$ cat src/rtl/p_flash_pkg.sv
// Shared types and constants for the P-ROM flash write path (AMD-style command set).
package p_flash_pkg;

    localparam int unsigned ADDR_W     = 26;
    localparam int unsigned CMD_ADDR_W = 28;
    localparam int unsigned DATA_W     = 16;
    localparam int unsigned CE_W       = 3;
    localparam int unsigned OP_W       = 2;
    localparam int unsigned STEP_W     = 3;
    localparam int unsigned CNT_W      = 4;
    localparam int unsigned POLL_W     = 24;

    typedef enum logic [OP_W-1:0] {
        OP_PROG       = 2'd0,
        OP_SECT_ERASE = 2'd1,
        OP_CHIP_ERASE = 2'd2,
        OP_RESET      = 2'd3
    } op_e;

    localparam logic [ADDR_W-1:0] UNLOCK_ADDR1 = 26'h555;
    localparam logic [ADDR_W-1:0] UNLOCK_ADDR2 = 26'h2AA;

    localparam logic [DATA_W-1:0] CMD_AA = 16'h00AA;
    localparam logic [DATA_W-1:0] CMD_55 = 16'h0055;
    localparam logic [DATA_W-1:0] CMD_A0 = 16'h00A0;
    localparam logic [DATA_W-1:0] CMD_80 = 16'h0080;
    localparam logic [DATA_W-1:0] CMD_30 = 16'h0030;
    localparam logic [DATA_W-1:0] CMD_10 = 16'h0010;
    localparam logic [DATA_W-1:0] CMD_F0 = 16'h00F0;

    typedef enum logic [1:0] {
        ASEL_UNLOCK1 = 2'd0,
        ASEL_UNLOCK2 = 2'd1,
        ASEL_TARGET  = 2'd2
    } addr_sel_e;

    typedef enum logic [2:0] {
        ST_IDLE     = 3'd0,
        ST_SETUP    = 3'd1,
        ST_WE_LO    = 3'd2,
        ST_WE_HI    = 3'd3,
        ST_POLL     = 3'd4,
        ST_POLL_GAP = 3'd5,
        ST_DONE     = 3'd6,
        ST_ERR      = 3'd7
    } state_e;

    // One bus write of a command sequence; use_cmd_data substitutes the program word.
    typedef struct packed {
        addr_sel_e         addr_sel;
        logic              use_cmd_data;
        logic [DATA_W-1:0] data;
        logic              last;
    } seq_step_t;

    function automatic logic [CE_W-1:0] csel_to_nce(input logic [1:0] csel);
        case (csel)
            2'b00:   return 3'b110;
            2'b01:   return 3'b101;
            2'b10:   return 3'b011;
            default: return 3'b111;
        endcase
    endfunction

endpackage

$ cat src/rtl/p_flash_if.sv
// Command handshake, status and P-ROM flash bus bundle for the flash writer.
interface p_flash_if;
    import p_flash_pkg::*;

    logic                  cmd_valid;
    logic                  cmd_ready;
    logic [OP_W-1:0]       cmd_op;
    logic [CMD_ADDR_W-1:0] cmd_addr;
    logic [DATA_W-1:0]     cmd_data;
    logic                  stat_done;
    logic                  stat_err;
    logic [ADDR_W-1:0]     p_addr;
    logic [CE_W-1:0]       p_nce;
    logic                  p_noe;
    logic                  p_nwe;
    logic [DATA_W-1:0]     p_dq_o;
    logic                  p_dq_oe;
    logic [DATA_W-1:0]     p_dq_i;

    modport master (
        output cmd_valid, cmd_op, cmd_addr, cmd_data, p_dq_i,
        input  cmd_ready, stat_done, stat_err, p_addr, p_nce, p_noe, p_nwe, p_dq_o, p_dq_oe
    );

    modport slave (
        input  cmd_valid, cmd_op, cmd_addr, cmd_data, p_dq_i,
        output cmd_ready, stat_done, stat_err, p_addr, p_nce, p_noe, p_nwe, p_dq_o, p_dq_oe
    );

endinterface

$ cat src/rtl/p_flash_seq_rom.sv
// Command sequence table: (op, step) -> address select, data word, last-step flag.
module p_flash_seq_rom
    import p_flash_pkg::*;
(
    input  op_e               op,
    input  logic [STEP_W-1:0] step,
    output seq_step_t         entry
);

    always_comb begin
        entry = '{addr_sel: ASEL_TARGET, use_cmd_data: 1'b0, data: CMD_F0, last: 1'b1};
        unique case (op)
            OP_PROG: begin
                case (step)
                    3'd0:    entry = '{ASEL_UNLOCK1, 1'b0, CMD_AA, 1'b0};
                    3'd1:    entry = '{ASEL_UNLOCK2, 1'b0, CMD_55, 1'b0};
                    3'd2:    entry = '{ASEL_UNLOCK1, 1'b0, CMD_A0, 1'b0};
                    default: entry = '{ASEL_TARGET,  1'b1, 16'h0000, 1'b1};
                endcase
            end
            OP_SECT_ERASE, OP_CHIP_ERASE: begin
                case (step)
                    3'd0: entry = '{ASEL_UNLOCK1, 1'b0, CMD_AA, 1'b0};
                    3'd1: entry = '{ASEL_UNLOCK2, 1'b0, CMD_55, 1'b0};
                    3'd2: entry = '{ASEL_UNLOCK1, 1'b0, CMD_80, 1'b0};
                    3'd3: entry = '{ASEL_UNLOCK1, 1'b0, CMD_AA, 1'b0};
                    3'd4: entry = '{ASEL_UNLOCK2, 1'b0, CMD_55, 1'b0};
                    default: begin
                        if (op == OP_SECT_ERASE) entry = '{ASEL_TARGET,  1'b0, CMD_30, 1'b1};
                        else                     entry = '{ASEL_UNLOCK1, 1'b0, CMD_10, 1'b1};
                    end
                endcase
            end
            OP_RESET: entry = '{ASEL_TARGET, 1'b0, CMD_F0, 1'b1};
        endcase
    end

endmodule

$ cat src/rtl/p_flash_writer.sv
// P-ROM flash writer: issues program/erase/reset command sequences and DQ7-polls for completion.
// Define P_VERIFY_EN to add a full-word read-back check after polling succeeds.
module p_flash_writer
    import p_flash_pkg::*;
#(
    parameter int unsigned       WE_CYC    = 3,
    parameter int unsigned       SETUP_CYC = 1,
    parameter int unsigned       RD_CYC    = 4,
    parameter logic [POLL_W-1:0] POLL_MAX  = 24'hFFFFFF
) (
    input logic       clk,
    input logic       reset,
    p_flash_if.slave  bus
);

    localparam logic [CNT_W-1:0]  SETUP_LAST = CNT_W'(SETUP_CYC - 1);
    localparam logic [CNT_W-1:0]  WE_LAST    = CNT_W'(WE_CYC - 1);
    localparam logic [CNT_W-1:0]  RD_LAST    = CNT_W'(RD_CYC - 1);
    localparam logic [POLL_W-1:0] POLL_LAST  = POLL_MAX - POLL_W'(1);

    state_e                state_q, state_d;
    op_e                   op_q, op_d;
    logic [CMD_ADDR_W-1:0] addr_q, addr_d;
    logic [DATA_W-1:0]     data_q, data_d;
    logic [STEP_W-1:0]     step_q, step_d;
    logic [CNT_W-1:0]      cnt_q, cnt_d;
    logic [POLL_W-1:0]     poll_q, poll_d;
    logic                  retry_q, retry_d;
    logic                  last_q;
    logic                  accept, dq7_ok, exp_dq7;
    seq_step_t             nxt_step;

    logic [CE_W-1:0]   nce_d;
    logic [ADDR_W-1:0] p_addr_d;
    logic [DATA_W-1:0] dq_o_d;
    logic              dq_oe_d, nwe_d, noe_d, ready_d, done_d, err_d;
    logic              bus_active, writing;

`ifdef P_VERIFY_EN
    logic              vfy_q, vfy_d;
    logic [DATA_W-1:0] exp_word;
    assign exp_word = (op_q == OP_PROG) ? data_q : 16'hFFFF;
`endif

    assign exp_dq7 = (op_q == OP_PROG) ? data_q[7] : 1'b1;

    // Looked up with the next step so the driven address/data line up with the state it enters.
    p_flash_seq_rom u_rom (
        .op    (op_d),
        .step  (step_d),
        .entry (nxt_step)
    );

    // Next-state logic.
    always_comb begin
        state_d = state_q;
        op_d    = op_q;
        addr_d  = addr_q;
        data_d  = data_q;
        step_d  = step_q;
        poll_d  = poll_q;
        retry_d = retry_q;
        accept  = 1'b0;
        dq7_ok  = 1'b0;
`ifdef P_VERIFY_EN
        vfy_d   = vfy_q;
`endif
        unique case (state_q)
            ST_IDLE: begin
                if (bus.cmd_valid) begin
                    accept  = 1'b1;
                    op_d    = op_e'(bus.cmd_op);
                    addr_d  = bus.cmd_addr;
                    data_d  = bus.cmd_data;
                    step_d  = '0;
                    poll_d  = '0;
                    retry_d = 1'b0;
`ifdef P_VERIFY_EN
                    vfy_d   = 1'b0;
`endif
                    state_d = (bus.cmd_addr[27:26] == 2'b11) ? ST_ERR : ST_SETUP;
                end
            end
            ST_SETUP: if (cnt_q == SETUP_LAST) state_d = ST_WE_LO;
            ST_WE_LO: if (cnt_q == WE_LAST)    state_d = ST_WE_HI;
            ST_WE_HI: begin
                if (!last_q) begin
                    step_d  = step_q + STEP_W'(1);
                    state_d = ST_SETUP;
                end else begin
                    state_d = (op_q == OP_RESET) ? ST_DONE : ST_POLL;
                end
            end
            ST_POLL: begin
                if (cnt_q == RD_LAST) begin
                    dq7_ok = (bus.p_dq_i[7] == exp_dq7);
`ifdef P_VERIFY_EN
                    if (vfy_q) state_d = (bus.p_dq_i == exp_word) ? ST_DONE : ST_ERR;
                    else if (dq7_ok) begin
                        vfy_d   = 1'b1;
                        state_d = ST_POLL_GAP;
                    end
`else
                    if (dq7_ok) state_d = ST_DONE;
`endif
                    else if (retry_q) state_d = ST_ERR;
                    else if (bus.p_dq_i[5]) begin
                        retry_d = 1'b1;
                        state_d = ST_POLL_GAP;
                    end else if (poll_q >= POLL_LAST) begin
                        state_d = ST_ERR;
                    end else begin
                        poll_d  = (poll_q == '1) ? poll_q : poll_q + POLL_W'(1);
                        state_d = ST_POLL_GAP;
                    end
                end
            end
            ST_POLL_GAP: state_d = ST_POLL;
            ST_DONE, ST_ERR: state_d = ST_IDLE;
            default: state_d = ST_IDLE;
        endcase
        cnt_d = (state_d != state_q) ? '0 : ((cnt_q == '1) ? cnt_q : cnt_q + CNT_W'(1));
    end

    // Bus and status values for the state being entered; registered below.
    always_comb begin
        bus_active = state_d inside {ST_SETUP, ST_WE_LO, ST_WE_HI, ST_POLL, ST_POLL_GAP};
        writing    = state_d inside {ST_SETUP, ST_WE_LO, ST_WE_HI};
        nce_d      = bus_active ? csel_to_nce(addr_d[27:26]) : 3'b111;
        p_addr_d   = bus.p_addr;
        dq_o_d     = bus.p_dq_o;
        if (writing) begin
            case (nxt_step.addr_sel)
                ASEL_UNLOCK1: p_addr_d = UNLOCK_ADDR1;
                ASEL_UNLOCK2: p_addr_d = UNLOCK_ADDR2;
                default:      p_addr_d = addr_d[ADDR_W-1:0];
            endcase
            dq_o_d = nxt_step.use_cmd_data ? data_d : nxt_step.data;
        end else if (bus_active) begin
            p_addr_d = addr_d[ADDR_W-1:0];
        end
        dq_oe_d = writing;
        nwe_d   = (state_d != ST_WE_LO);
        noe_d   = (state_d != ST_POLL);
        ready_d = (state_d == ST_IDLE);
        done_d  = (state_d == ST_DONE) || (state_d == ST_ERR);
        err_d   = accept ? 1'b0 : bus.stat_err;
        if (state_d == ST_ERR) err_d = 1'b1;
    end

    always_ff @(posedge clk) begin
        if (reset) begin
            state_q       <= ST_IDLE;
            op_q          <= OP_PROG;
            addr_q        <= '0;
            data_q        <= '0;
            step_q        <= '0;
            cnt_q         <= '0;
            poll_q        <= '0;
            retry_q       <= 1'b0;
            last_q        <= 1'b0;
            bus.p_nce     <= 3'b111;
            bus.p_noe     <= 1'b1;
            bus.p_nwe     <= 1'b1;
            bus.p_dq_oe   <= 1'b0;
            bus.p_addr    <= '0;
            bus.p_dq_o    <= '0;
            bus.cmd_ready <= 1'b1;
            bus.stat_done <= 1'b0;
            bus.stat_err  <= 1'b0;
        end else begin
            state_q       <= state_d;
            op_q          <= op_d;
            addr_q        <= addr_d;
            data_q        <= data_d;
            step_q        <= step_d;
            cnt_q         <= cnt_d;
            poll_q        <= poll_d;
            retry_q       <= retry_d;
            last_q        <= nxt_step.last;
            bus.p_nce     <= nce_d;
            bus.p_noe     <= noe_d;
            bus.p_nwe     <= nwe_d;
            bus.p_dq_oe   <= dq_oe_d;
            bus.p_addr    <= p_addr_d;
            bus.p_dq_o    <= dq_o_d;
            bus.cmd_ready <= ready_d;
            bus.stat_done <= done_d;
            bus.stat_err  <= err_d;
        end
    end

`ifdef P_VERIFY_EN
    always_ff @(posedge clk) begin
        if (reset) vfy_q <= 1'b0;
        else       vfy_q <= vfy_d;
    end
`endif

endmodule

$ cat src/flat_wrapper.sv
// flat-port wrapper written by rule: the top's interface ports become plain ports
module p_flash_writer_flat import p_flash_pkg::*;
#(
    parameter int unsigned       WE_CYC    = 3,
    parameter int unsigned       SETUP_CYC = 1,
    parameter int unsigned       RD_CYC    = 4,
    parameter logic [POLL_W-1:0] POLL_MAX  = 24'hFFFFFF
)
  (clk, reset, bus_cmd_valid, bus_cmd_op, bus_cmd_addr, bus_cmd_data, bus_p_dq_i, bus_cmd_ready, bus_stat_done, bus_stat_err, bus_p_addr, bus_p_nce, bus_p_noe, bus_p_nwe, bus_p_dq_o, bus_p_dq_oe);
  p_flash_if bus_i ();
  input logic clk;
  input logic reset;
  input wire logic [$bits(bus_i.cmd_valid)-1:0] bus_cmd_valid;
  input wire logic [$bits(bus_i.cmd_op)-1:0] bus_cmd_op;
  input wire logic [$bits(bus_i.cmd_addr)-1:0] bus_cmd_addr;
  input wire logic [$bits(bus_i.cmd_data)-1:0] bus_cmd_data;
  input wire logic [$bits(bus_i.p_dq_i)-1:0] bus_p_dq_i;
  output wire logic [$bits(bus_i.cmd_ready)-1:0] bus_cmd_ready;
  output wire logic [$bits(bus_i.stat_done)-1:0] bus_stat_done;
  output wire logic [$bits(bus_i.stat_err)-1:0] bus_stat_err;
  output wire logic [$bits(bus_i.p_addr)-1:0] bus_p_addr;
  output wire logic [$bits(bus_i.p_nce)-1:0] bus_p_nce;
  output wire logic [$bits(bus_i.p_noe)-1:0] bus_p_noe;
  output wire logic [$bits(bus_i.p_nwe)-1:0] bus_p_nwe;
  output wire logic [$bits(bus_i.p_dq_o)-1:0] bus_p_dq_o;
  output wire logic [$bits(bus_i.p_dq_oe)-1:0] bus_p_dq_oe;
  assign bus_i.cmd_valid = bus_cmd_valid;
  assign bus_i.cmd_op = bus_cmd_op;
  assign bus_i.cmd_addr = bus_cmd_addr;
  assign bus_i.cmd_data = bus_cmd_data;
  assign bus_i.p_dq_i = bus_p_dq_i;
  assign bus_cmd_ready = bus_i.cmd_ready;
  assign bus_stat_done = bus_i.stat_done;
  assign bus_stat_err = bus_i.stat_err;
  assign bus_p_addr = bus_i.p_addr;
  assign bus_p_nce = bus_i.p_nce;
  assign bus_p_noe = bus_i.p_noe;
  assign bus_p_nwe = bus_i.p_nwe;
  assign bus_p_dq_o = bus_i.p_dq_o;
  assign bus_p_dq_oe = bus_i.p_dq_oe;
  p_flash_writer #(.WE_CYC(WE_CYC), .SETUP_CYC(SETUP_CYC), .RD_CYC(RD_CYC), .POLL_MAX(POLL_MAX)) u_core (.clk(clk), .reset(reset), .bus(bus_i));
endmodule
$ cat config.mk
export PLATFORM = sky130hd
export DESIGN_NAME = p_flash_writer_flat
export DESIGN_NICKNAME = d
export VERILOG_FILES = /design/src/rtl/p_flash_pkg.sv /design/src/rtl/p_flash_if.sv /design/src/rtl/p_flash_seq_rom.sv /design/src/rtl/p_flash_writer.sv /design/src/flat_wrapper.sv
export SDC_FILE = /design/constraint.sdc
export NUM_CORES = 1
export LEC_CHECK = 0
export BUFFER_PORTS_ARGS = -buffer_cell sky130_fd_sc_hd__buf_2
export CAP_MARGIN = 20
export CORE_MARGIN = 10
export CORE_UTILIZATION = 55
export CTS_CLUSTER_DIAMETER = 200
export DETAILED_ROUTE_END_ITERATION = 6
export PLACE_DENSITY = 0.77
export SYNTH_ARGS = -nofsm -noshare
export SYNTH_HDL_FRONTEND = slang
export SYNTH_SLANG_ARGS = --single-unit
$ cat constraint.sdc
create_clock -name clk -period 4.9 [get_ports clk]
set_input_delay 0.735 -clock clk [delete_from_list [all_inputs] [get_ports clk]]
set_output_delay 0.735 -clock clk [all_outputs]
set_load 0.01 [all_outputs]
==> results_dict.tcl <==
set metrics [dict create \
    status "finished clean" \
    multi_input_area_um2 2870 \
    peakVddDrop_v 0.000254 \
    hold_viol_final 0 \
    syn_nets 726 \
    critPathRequiredTime_ps 5360 \
    fmax_mhz 293 \
    drc_errors 0 \
    critPathKind "reg2reg" \
    hold_class "reg2reg" \
    dp.cells 855 \
    cp.arrival_ps 3870 \
    fillCellCount 832 \
    track_usage_pct 19.6 \
    max_stage_delay_ps 570 \
    antenna_found_initial 1 \
    drt_iter0_markers 438 \
    cts_sinks 133 \
    clock_path_buffers 2 \
    cts_resized 0 \
    avgSynthCellArea_um2 8.91 \
    crit_cells 10 \
    dr_total_vias 4995 \
    synth_commonest_cells "133 x dfxtp_1, 83 x nor2_1, 78 x nand2_1" \
    drtPass1Iterations 5 \
    yosys_warnings 0 \
    synth_edf_count 0 \
    startpoint_type "flop" \
    drive_above_1_share_pct 20.5 \
    dp_hpwl_um 10000 \
    area_growth_pct 19.7 \
    rows 37 \
    grt_pass1_vias 5077 \
    grt_pass1_wl_um 24100 \
    cts_setup_buffers 0 \
    chipHeight_um 123 \
    die_w_um 123 \
    crit_family "simple AND/OR/NAND/NOR gates" \
    ant_nets 0 \
    reg2reg_depth 10 \
    crit_chain "nor4b_2, mux2i_1, inv_1, ha_1, or2_2, a41o_1, a211oi_4, buf_4, nor3b_2, a211o_1" \
    cts_tree "built" \
    yosysSeqAreaShare_pct 45.8 \
    power.density_nw_per_um2 556 \
    clockRootBuffer "clkbuf_8" \
    synth_seq_cells 133 \
    yosysTopAreaCell "dfxtp_1" \
    syn_inst 652 \
    tightest_slew_ps 967 \
    slew_headroom_pct 35.5 \
    finalCritPeriodShare_pct 69.6 \
    gp_congestion 0.886 \
    synthesis.area_um2 5810 \
    grt_max_degree 74 \
    postCtsHoldBufs 0 \
    wl_per_cell_um 16.8 \
    ys_types 67 \
    period_needed_ps 3410 \
    coreArea_um2 10300 \
    numCtsBuffers 17 \
    p_leak_nw 2.93 \
    start_util_pct 56.3 \
    vias_per_cell 5.63 \
    regArea_um2 2660 \
    synth_top_area_share_pct 45.8 \
    rsz0062_at_grt "false" \
    setup_viol 0 \
    h-tree-depth 4 \
    drt_wl_total_um 14900 \
    ys_async_sr_fraction_pct 0 \
    synth_most_common_cell "dfxtp_1" \
    drv_slew 0 \
    worst_setup_path_end_kind "flop" \
    finalPower_w 0.00387 \
    grt-ovfl-total 0 \
    final_cells 888 \
    io_pins 116 \
    finalClockSkew_ps 9.29 \
    maxCapViolCount 0 \
    clk_pin_slew_worst_paths_ps 60 \
    placed_cell_area_um2 6310 \
    postLayoutCellArea_um2 6960 \
    crit_buf_inv 2 \
    synthTopCellsByArea "dfxtp_1 46%, mux2i_1 5.7%, nor2_1 5.4%" \
    portBuffers 101 \
    hold_path_depth 2 \
    slowest_stage "nor4b_2" \
    worstPathMaxFanout 23 \
    ys.flop_type "dfxtp_1" \
    finalSetupTns_ps 0 \
    fin_nets 812 \
    holdWs_ps 450 \
    clock_latency_ps 520 \
    die-area_um2 15100 \
]
-- per-layer routing --
metal	wire [um]	global-route usage, %	share of wire [%]
met1	5870	21.7	39
met2	7760	34.6	52
met3	951	6.01	6.4
met4	310	6.70	2.1
met5	0	0	0
-- through the flow --
stage / setup WS, ps / util, %
2_1_floorplan: 1130 / -
3_3_place_gp: 1360 / 61.1
3_5_place_dp: 1280 / 61.1
4_1_cts: 1520 / 67.3
5_1_grt: 1250 / 67.3
6_report: 1490 / 67.4
-- worst min-delay path, delay by kind of cell (launching register included) --
family / cells / cell delay (ps)
flops: 1 / 310
simple gates: 1 / 50
compound gates: 1 / 50
-- layout by cell type (no fill, tap or decap), drive strengths merged, types with 9 or more instances in the layout --
master    n
or3      19
buf     105
nor3b    13
clkbuf   18
nand3    15
xnor2    10
mux2i    33
nand3b   10
nor2     83
ha        9
o21ai    20
a21oi    53
inv      22
dfxtp   133
nand2    78
xor2     12
nor3     15
-- sequential cells by signal, indices dropped and copies added (netlist names), 2 cells and up --
register,count
u_core.addr_q,28
u_core.bus.p_addr,26
u_core.poll_q,24
u_core.bus.p_dq_o,16
u_core.data_q,16
u_core.cnt_q,4
u_core.bus.p_nce,3
u_core.state_q,3
u_core.step_q,3
u_core.op_q,2
-- final cells by class --
cell class	instances	share of cell area [%]
Tap cell	136	2.45
Timing Repair Buffer	105	7.70
Clock buffer	18	6.01
Multi-Input combinational cell	462	41.3
Clock inverter	14	3.20
Sequential cell	133	38.3
Inverter	19	1.03
Antenna cell	1	0.0360
-- power breakdown --
group	internal (W)	switching [W]	total, W
clock	0.000884	0.000486	0.00137
sequential	0.00126	0.000110	0.00137
combinational	0.000432	0.000692	0.00112
total	0.00258	0.00129	0.00387
-- logic make-up after synthesis --
logic type               share of synthesized area (%)
XOR/XNOR                                          3.32
adder cells (fa/ha/maj)                           1.94
AO/OA/AOI/OAI                                     12.5
AND/OR/NAND/NOR                                   25.6
multiplexers                                      5.94
flip-flops                                        45.8
buffers and inverters                             4.85
-- final timing paths --
path                          from                    end  slack [ps]
max              u_core.state_q[1]   u_core.bus.p_addr[8]        1490
min          u_core.bus.p_addr[19]  u_core.bus.p_addr[19]         450
max reg2reg      u_core.state_q[1]   u_core.bus.p_addr[8]        1490
min reg2reg  u_core.bus.p_addr[19]  u_core.bus.p_addr[19]         450
Power figures use the tool's default switching activity.
